File: config.mk
export PLATFORM = sky130hd
export DESIGN_NAME = unique_sel_decoder_pipe
export DESIGN_NICKNAME = d
export VERILOG_FILES = /design/src/rtl/unique_dec_pkg.sv /design/src/rtl/pri_onehot_enc.sv /design/src/rtl/unique_sel_decoder_pipe.sv
export SDC_FILE = /design/constraint.sdc
export NUM_CORES = 1
export LEC_CHECK = 0
export BUFFER_PORTS_ARGS = -buffer_cell sky130_fd_sc_hd__buf_4
export CORE_MARGIN = 3
export CORE_UTILIZATION = 55
export DETAILED_ROUTE_END_ITERATION = 7
export GPL_TIMING_DRIVEN = 0
export PLACE_DENSITY = 0.85
export SYNTH_ARGS = -nofsm -noshare
export SYNTH_HDL_FRONTEND = slang
export SYNTH_SLANG_ARGS = --single-unit
export TNS_END_PERCENT = 20
File: constraint.sdc
create_clock -name clk -period 5.1 [get_ports clk]
set_clock_uncertainty 0.2 [all_clocks]
set_input_delay 0.51 -clock clk [delete_from_list [all_inputs] [get_ports clk]]
set_output_delay 0.51 -clock clk [all_outputs]
set_load 0.02 [all_outputs]
File: src/rtl/unique_dec_pkg.sv
// Shared types and helpers for the registered unique/priority select decoder.
// Error codes, mode encoding and the lowest-set-bit isolate used by the encoder.
package unique_dec_pkg;

    localparam int MAX_REQ_W = 64;

    typedef enum logic [1:0] {
        ERR_NONE    = 2'd0,
        ERR_NOMATCH = 2'd1,
        ERR_MULTI   = 2'd2
    } err_t;

    typedef enum logic {
        MODE_PRIORITY = 1'b0,
        MODE_UNIQUE   = 1'b1
    } mode_t;

    // Two's-complement trick: v & -v keeps only the lowest set bit.
    function automatic logic [MAX_REQ_W-1:0] onehot_lsb(
        input logic [MAX_REQ_W-1:0] v
    );
        return v & (~v + {{(MAX_REQ_W-1){1'b0}}, 1'b1});
    endfunction

endpackage

File: src/rtl/pri_onehot_enc.sv
// Combinational lowest-bit-first one-hot/binary encoder with
// zero-match and multi-match flags.
module pri_onehot_enc
    import unique_dec_pkg::*;
#(
    parameter  int REQ_W = 4,
    localparam int IDX_W = $clog2(REQ_W)
) (
    input  logic [REQ_W-1:0] req,
    output logic [REQ_W-1:0] grant,
    output logic [IDX_W-1:0] idx,
    output logic             zero,
    output logic             multi
);

    assign grant = REQ_W'(onehot_lsb(MAX_REQ_W'(req)));
    assign zero  = ~|req;
    // Any request bit left after removing the winner means multi-hot.
    assign multi = |(req & ~grant);

    always_comb begin
        idx = '0;
        for (int i = 0; i < REQ_W; i++) begin
            if (grant[i]) idx = IDX_W'(i);
        end
    end

endmodule

File: src/rtl/unique_sel_decoder_pipe.sv
// Registered select decoder: one-entry output stage behind a valid/ready
// handshake, with saturating no-match and multi-match counters.
module unique_sel_decoder_pipe
    import unique_dec_pkg::*;
#(
    parameter  int REQ_W = 4,
    parameter  int CNT_W = 8,
    localparam int IDX_W = $clog2(REQ_W)
) (
    input  logic             clk,
    input  logic             rst_n,
    input  logic             unique_mode,
    input  logic             in_valid,
    output logic             in_ready,
    input  logic [REQ_W-1:0] in_req,
    output logic             out_valid,
    input  logic             out_ready,
    output logic [REQ_W-1:0] out_grant,
    output logic [IDX_W-1:0] out_idx,
    output logic [1:0]       out_err,
    output logic [CNT_W-1:0] nomatch_cnt,
    output logic [CNT_W-1:0] multi_cnt,
    input  logic             cnt_clr
);

    localparam logic [CNT_W-1:0] CNT_MAX = '1;

    logic             valid_q, valid_d;
    logic [REQ_W-1:0] grant_q, grant_d;
    logic [IDX_W-1:0] idx_q, idx_d;
    err_t             err_q, err_d;
    logic [CNT_W-1:0] nm_q, nm_d;
    logic [CNT_W-1:0] mu_q, mu_d;

    logic [REQ_W-1:0] enc_grant;
    logic [IDX_W-1:0] enc_idx;
    logic             enc_zero;
    logic             enc_multi;
    logic             acc;
    mode_t            mode;

    pri_onehot_enc #(
        .REQ_W (REQ_W)
    ) u_enc (
        .req   (in_req),
        .grant (enc_grant),
        .idx   (enc_idx),
        .zero  (enc_zero),
        .multi (enc_multi)
    );

    assign mode     = mode_t'(unique_mode);
    assign in_ready = !valid_q || out_ready;
    assign acc      = in_valid && in_ready;

    always_comb begin
        valid_d = valid_q;
        grant_d = grant_q;
        idx_d   = idx_q;
        err_d   = err_q;
        if (acc) begin
            valid_d = 1'b1;
            grant_d = enc_grant;
            idx_d   = enc_idx;
            unique case (1'b1)
                enc_zero:                           err_d = ERR_NOMATCH;
                enc_multi && mode == MODE_UNIQUE:   err_d = ERR_MULTI;
                default:                            err_d = ERR_NONE;
            endcase
        end else if (out_ready) begin
            valid_d = 1'b0;
        end
    end

    // A clear wins over an increment in the same cycle; that event is lost.
    always_comb begin
        nm_d = nm_q;
        mu_d = mu_q;
        if (cnt_clr) begin
            nm_d = '0;
            mu_d = '0;
        end else if (acc) begin
            if (enc_zero && nm_q != CNT_MAX) begin
                nm_d = nm_q + 1'b1;
            end
            if (enc_multi && mode == MODE_UNIQUE && mu_q != CNT_MAX) begin
                mu_d = mu_q + 1'b1;
            end
        end
    end

    always_ff @(posedge clk or negedge rst_n) begin
        if (!rst_n) begin
            valid_q <= 1'b0;
            grant_q <= '0;
            idx_q   <= '0;
            err_q   <= ERR_NONE;
            nm_q    <= '0;
            mu_q    <= '0;
        end else begin
            valid_q <= valid_d;
            grant_q <= grant_d;
            idx_q   <= idx_d;
            err_q   <= err_d;
            nm_q    <= nm_d;
            mu_q    <= mu_d;
        end
    end

    assign out_valid   = valid_q;
    assign out_grant   = grant_q;
    assign out_idx     = idx_q;
    assign out_err     = err_q;
    assign nomatch_cnt = nm_q;
    assign multi_cnt   = mu_q;

endmodule

; Word level (Yosys, flattened, before mapping)
; Index checks and enable logic that the tools add are counted.
[totals]
regBits = 25
output_inout_bits = 26
elab_cells = 42
[classes]
n_addsub = 3
eq_ne = 2
muxes = 12
bitwise_logic = 4
n_reduce_logical = 15
[op_table]
columns = cell, count
row1 = 8-bit 2-to-1 mux, 6
row2 = 8-bit by 1-bit adder with 8-bit output (second input constant), 2
row3 = 8-bit != test (second input constant), 2
row4 = 4-bit AND, 2
row5 = 4-bit inverter, 2
row6 = 2-bit nonzero test, 4
row7 = 4-bit OR reduction, 2
row8 = 4-bit by 1-bit adder with 4-bit output (second input constant), 1
row9 = 1-bit logical AND, 4
row10 = 2-bit 2-to-1 mux, 2
row11 = 2-bit one-hot mux with 2 select lines, 1
row12 = 2-bit AND reduction, 2
row13 = 1-bit 2-to-1 mux, 3
row14 = 1-bit zero test, 2
row15 = 1-bit logical OR, 1

; Longest topological paths before layout
[depth]
word_depth = 11
ltp_mapped = 6
depth_no_buf = 5

; By module
; Synthesis repeated with hierarchy kept, for this count alone.
[unflattened]
hier_cells = 130
area_unflattened_um2 = 1311.3
[by_module_without_submodules]
columns = mod, instances, cells_each, area_per_inst_um2, seq_area_each_um2
row1 = unique_sel_decoder_pipe, 1, 116, 1226.2, 625.6
row2 = pri_onehot_enc, 1, 14, 85.1, 0.0

; Worst setup path before layout
; No wires, ideal clock.
[synth_path]
path_kind = input to register
startpoint = input port out_ready
endpoint = register mu_q[5], in the netlist multi_cnt[5]
t_arrival_ns = 1.615
t_required_ns = 4.766
path_slack_ns = 3.151
cell_stages = 5
path_buffers = 1
path_cell_list = nand2b_1 -> o211ai_1 -> buf_2 -> o41ai_1 -> a21oi_1
[synth_via]
elab_chain_cells = 4
[synth_rtl]
columns = element, line
row1 = "start, declared", unique_sel_decoder_pipe.sv:17  ; input logic out_ready,
row2 = 1-bit logical OR, unique_sel_decoder_pipe.sv:53  ; assign in_ready = !valid_q || out_ready;
row3 = 1-bit logical AND, unique_sel_decoder_pipe.sv:54  ; assign acc = in_valid && in_ready;
row4 = 2-bit nonzero test (no line), n/a
row5 = 2-bit AND reduction (no line), n/a
row6 = "end signal, assigned", unique_sel_decoder_pipe.sv:106  ; mu_q <= mu_d;
row7 = "end, declared", unique_sel_decoder_pipe.sv:33  ; logic [CNT_W-1:0] mu_q, mu_d;
; No other way between the ends.
; A chain may end at the register's enable or synchronous reset.

; Worst setup path in the final report
[layout_path]
startpoint = register mu_q[0], in the netlist multi_cnt[0]
endpoint = register mu_q[5], in the netlist multi_cnt[5]
[layout_via]
elab_chain_cells = 4
elab_cells_between_ends = 8
cone_classes = add/sub (1) / eq/ne (1) / mux (3) / reduce/logical (3)
[layout_rtl]
columns = element, line
row1 = 8-bit by 1-bit adder with 8-bit output / 8-bit != test (equally long branches), "unique_sel_decoder_pipe.sv:87, unique_sel_decoder_pipe.sv:86"
row2 = 8-bit 2-to-1 mux / 1-bit logical AND (equally long branches), unique_sel_decoder_pipe.sv:86  ; if (enc_multi && mode == MODE_UNIQUE && mu_q != CNT_MAX) begin
row3 = 8-bit 2-to-1 mux / 2-bit nonzero test (equally long branches), n/a
row4 = 8-bit 2-to-1 mux / 2-bit AND reduction (equally long branches), n/a
; Several ways; a longest one is shown, not always the timed one. The select of a mux whose other input is x is not followed.

==> out/results.ini <==
[floorplanning]
die_area_mm2=0.00301
start_util_pct=58.9
boundaryPins=36
core-area_mm2=0.00223
dieHeight_um=54.9
die_w_um=54.9
rows=17

[layout]
final_util_pct=73.6
final_cells=201
antenna_cells=0
multi_input_area_um2=609
drive_gt1_share_pct=28.9
stdcell_area_mm2=0.00164
fillers=167
seq_area_um2=626
nNetsFinal=186
area_growth_syn_to_layout_pct=24.9

[yosys]
async_flop_share_pct=100
synth-compound-area-share_pct=20.0
yosysSeqAreaShare_pct=47.6
yosysTopAreaCell=dfrtp_1
synth_edf_count=0
synth_warnings=0
synth_cell_types=31
synth_top_family_by_area=simple AND/OR/NAND/NOR gates
netlist_instances=134
synth_common_cells=dfrtp_1 (25), a21oi_1 (17), nand2_1 (15)
synthFlopType=dfrtp_1
synthAdderAreaFrac_pct=2.66
synth-seq-cells=25
syn_nets=146
yosysTopAreaCellShare_pct=47.6
synthTopCellsByArea=dfrtp_1 (48%), a21oi_1 (6.5%), o31ai_1 (5.1%), or4_1 (5.1%), nand2_1 (4.3%)
synthSimpleGateAreaFrac_pct=22.8
synth_xor_area_share_pct=0
synth_area_mm2=0.00132
syn_area_per_cell_um2=9.81
yosysMostFrequentCell=dfrtp_1
synthMuxAreaShare_pct=0.856

[sta]
post-route-period-util_pct=41.3
slew_viol_final=0
grt_setup_unrepaired=false
min_period_ps=2110
fin_tns_setup_ps=0
hold_slack_ps=213
slew_headroom_pct=66.9
layout_setup_ws_ps=2990
max_freq_ghz=0.475
worst_slew_pin_slew_ps=494
setup_violations=0
hold_viol=0

[route]
dr.pass1.iters=4
vias=1256
drtIter0Drc=30
via_per_inst=6.25
postRouteAntennaNets=0
drc=0
wire_per_inst_um=15.5
wl_mm=3.11

[clock_tree]
clk_latency_ps=320
cts_tree=done
clockRootBuffer=clkbuf_4
cts_num_sinks=25
path_clk_slew_ps=140
cts_buffer_depth=2
htree_levels=1
cts_resized=0
cts_buffers=3

[setup_path]
cp_max_fo=10
r2r_slack_ps=2990
worst_path_max_delay_cell=dfrtp_1
path_buf_inv=1
required_ps=5100
critPathLaunchType=flop
reg2reg_to=multi_cnt[5]
cp_cell_sequence=ha_1, nand3_1, o211ai_1, buf_2, o41ai_1, a21oi_1
crit_path_end_kind=flop
max_stage_delay_ps=450
critPathKind=reg -> reg
r2r_start=multi_cnt[0]
crit_family=compound AO/OA/AOI/OAI gates
r2r_cells=6
cp.arrival_ps=2100

[global_routing]
groute.usage.overall_pct=21.2
antenna_found_initial=0
grt-ovfl-total=0
grt_max_degree=26
grt_pass1_wl_mm=4.64
grt_pass1_vias=1032

[power_and_ir_drop]
clockPowerShare_pct=24.9
ir_drop_mv=0.223
powerDensity_mw_per_mm2=219
combPwrFrac_pct=16.6
p_int_uw=258
switching_share_pct=28.1
sequentialPowerShare_pct=58.5
p_switching_uw=101
p_leak_nw=0.705
p_total_uw=359

[placed_design]
placed_area_mm2=0.00161
preCtsSetupSlack_ps=2940
numPortBuffers=34
gp_congestion=0.789
hpwl_mm=2.30
dp_cells=196

[run]
maxCapViolations=0

[hold_path]
min_from=in_valid
min_path_cells=2
min_to=out_valid
hold_path.class=in -> reg

[outcome]
outcome=complete, no violations

-- worst max-delay path by stage --
stage | cells after the start | to | from | slack (ps)
CTS | 6 | multi_cnt[5] | multi_cnt[0] | 3030
detailed placement | 6 | nomatch_cnt[7] | in_req[1] | 2940
floorplan | 5 | multi_cnt[5] | out_ready | 3150
global placement | 6 | nomatch_cnt[7] | in_req[1] | 2980
finish | 6 | multi_cnt[5] | multi_cnt[0] | 2990
global route | 6 | multi_cnt[5] | multi_cnt[0] | 2920
-- state kept, by name (all words and copies together), names as in the netlist --
signal	flops
multi_cnt	8
nomatch_cnt	8
out_err	2
out_grant	4
out_idx	2
out_valid	1
-- layout make-up --
type / count / area share, %
plain buffers: 7 / 3.96
clock buffers: 3 / 1.37
clock inverters: 1 / 0.305
inverters: 4 / 0.914
multi-input cells: 98 / 37.1
flip-flops and latches: 25 / 38.1
well taps: 28 / 2.13
repair buffers: 35 / 16.1
-- logic make-up after synthesis --
kind of cell | Yosys count
fa+ha+maj | 3
buf+inv | 11
mux | 1
simple gates | 51
flops | 25
compound gates | 43
-- repair_timing --
action,4_1_cts,5_1_grt
endpoints found under the hold margin,25,0
hold buffers,1,0
buffers inserted,0,0
-- routing by layer --
layer / wire (µm) / GRT usage [%] / vias to the layer above
li1: - / - / 592
met1: 1300 / 27.6 / 620
met2: 1610 / 34.6 / 38
met3: 141 / 2.68 / 6
met4: 51 / 10.5 / 0
met5: 0 / 0 / -
-- cell usage in the layout, fill, tap and decap left out --
cell type	n
dlygate4sd3_1	1
clkinv_2	1
ha_1	2
o211ai_1	1
buf_2	2
clkdlybuf4s50_2	1
clkbuf_4	3
buf_4	34
or4_1	9
nand4_1	2
nor4_2	1
or2b_2	1
and4_1	1
o31a_1	1
o21ai_2	1
nand2b_1	2
mux2_2	1
dlymetal6s2s_1	1
o21ai_0	10
or3_1	4
inv_1	4
or3b_2	1
nand2_1	15
o41ai_1	4
or3_2	1
a21oi_1	17
o31ai_1	9
clkbuf_1	1
nor2_1	4
nand3_1	7
nand3_2	1
or4b_1	2
clkbuf_8	2
dfrtp_1	25
maj3_1	1
-- power by group through the flow --
| stage | Clock, mW | Sequential [mW] | Combinational [mW] |
|---|---|---|---|
| 2_1_floorplan | 0 | 0.222 | 0.0201 |
| 3_3_place_gp | 0 | 0.213 | 0.0578 |
| 3_5_place_dp | 0 | 0.214 | 0.0594 |
| 4_1_cts | 0.0904 | 0.210 | 0.0601 |
| 5_1_grt | 0.0982 | 0.211 | 0.0649 |
| 6_report | 0.0894 | 0.210 | 0.0596 |
-- worst register-to-register path, delay by kind of cell, from the launching register on --
kind            cells  cell delay [ps]
buf+inv             1              260
simple gates        1              160
flops               1              450
fa+ha+maj           1              230
compound gates      3              690
Note: power is estimated with default switching activity, not from simulation.
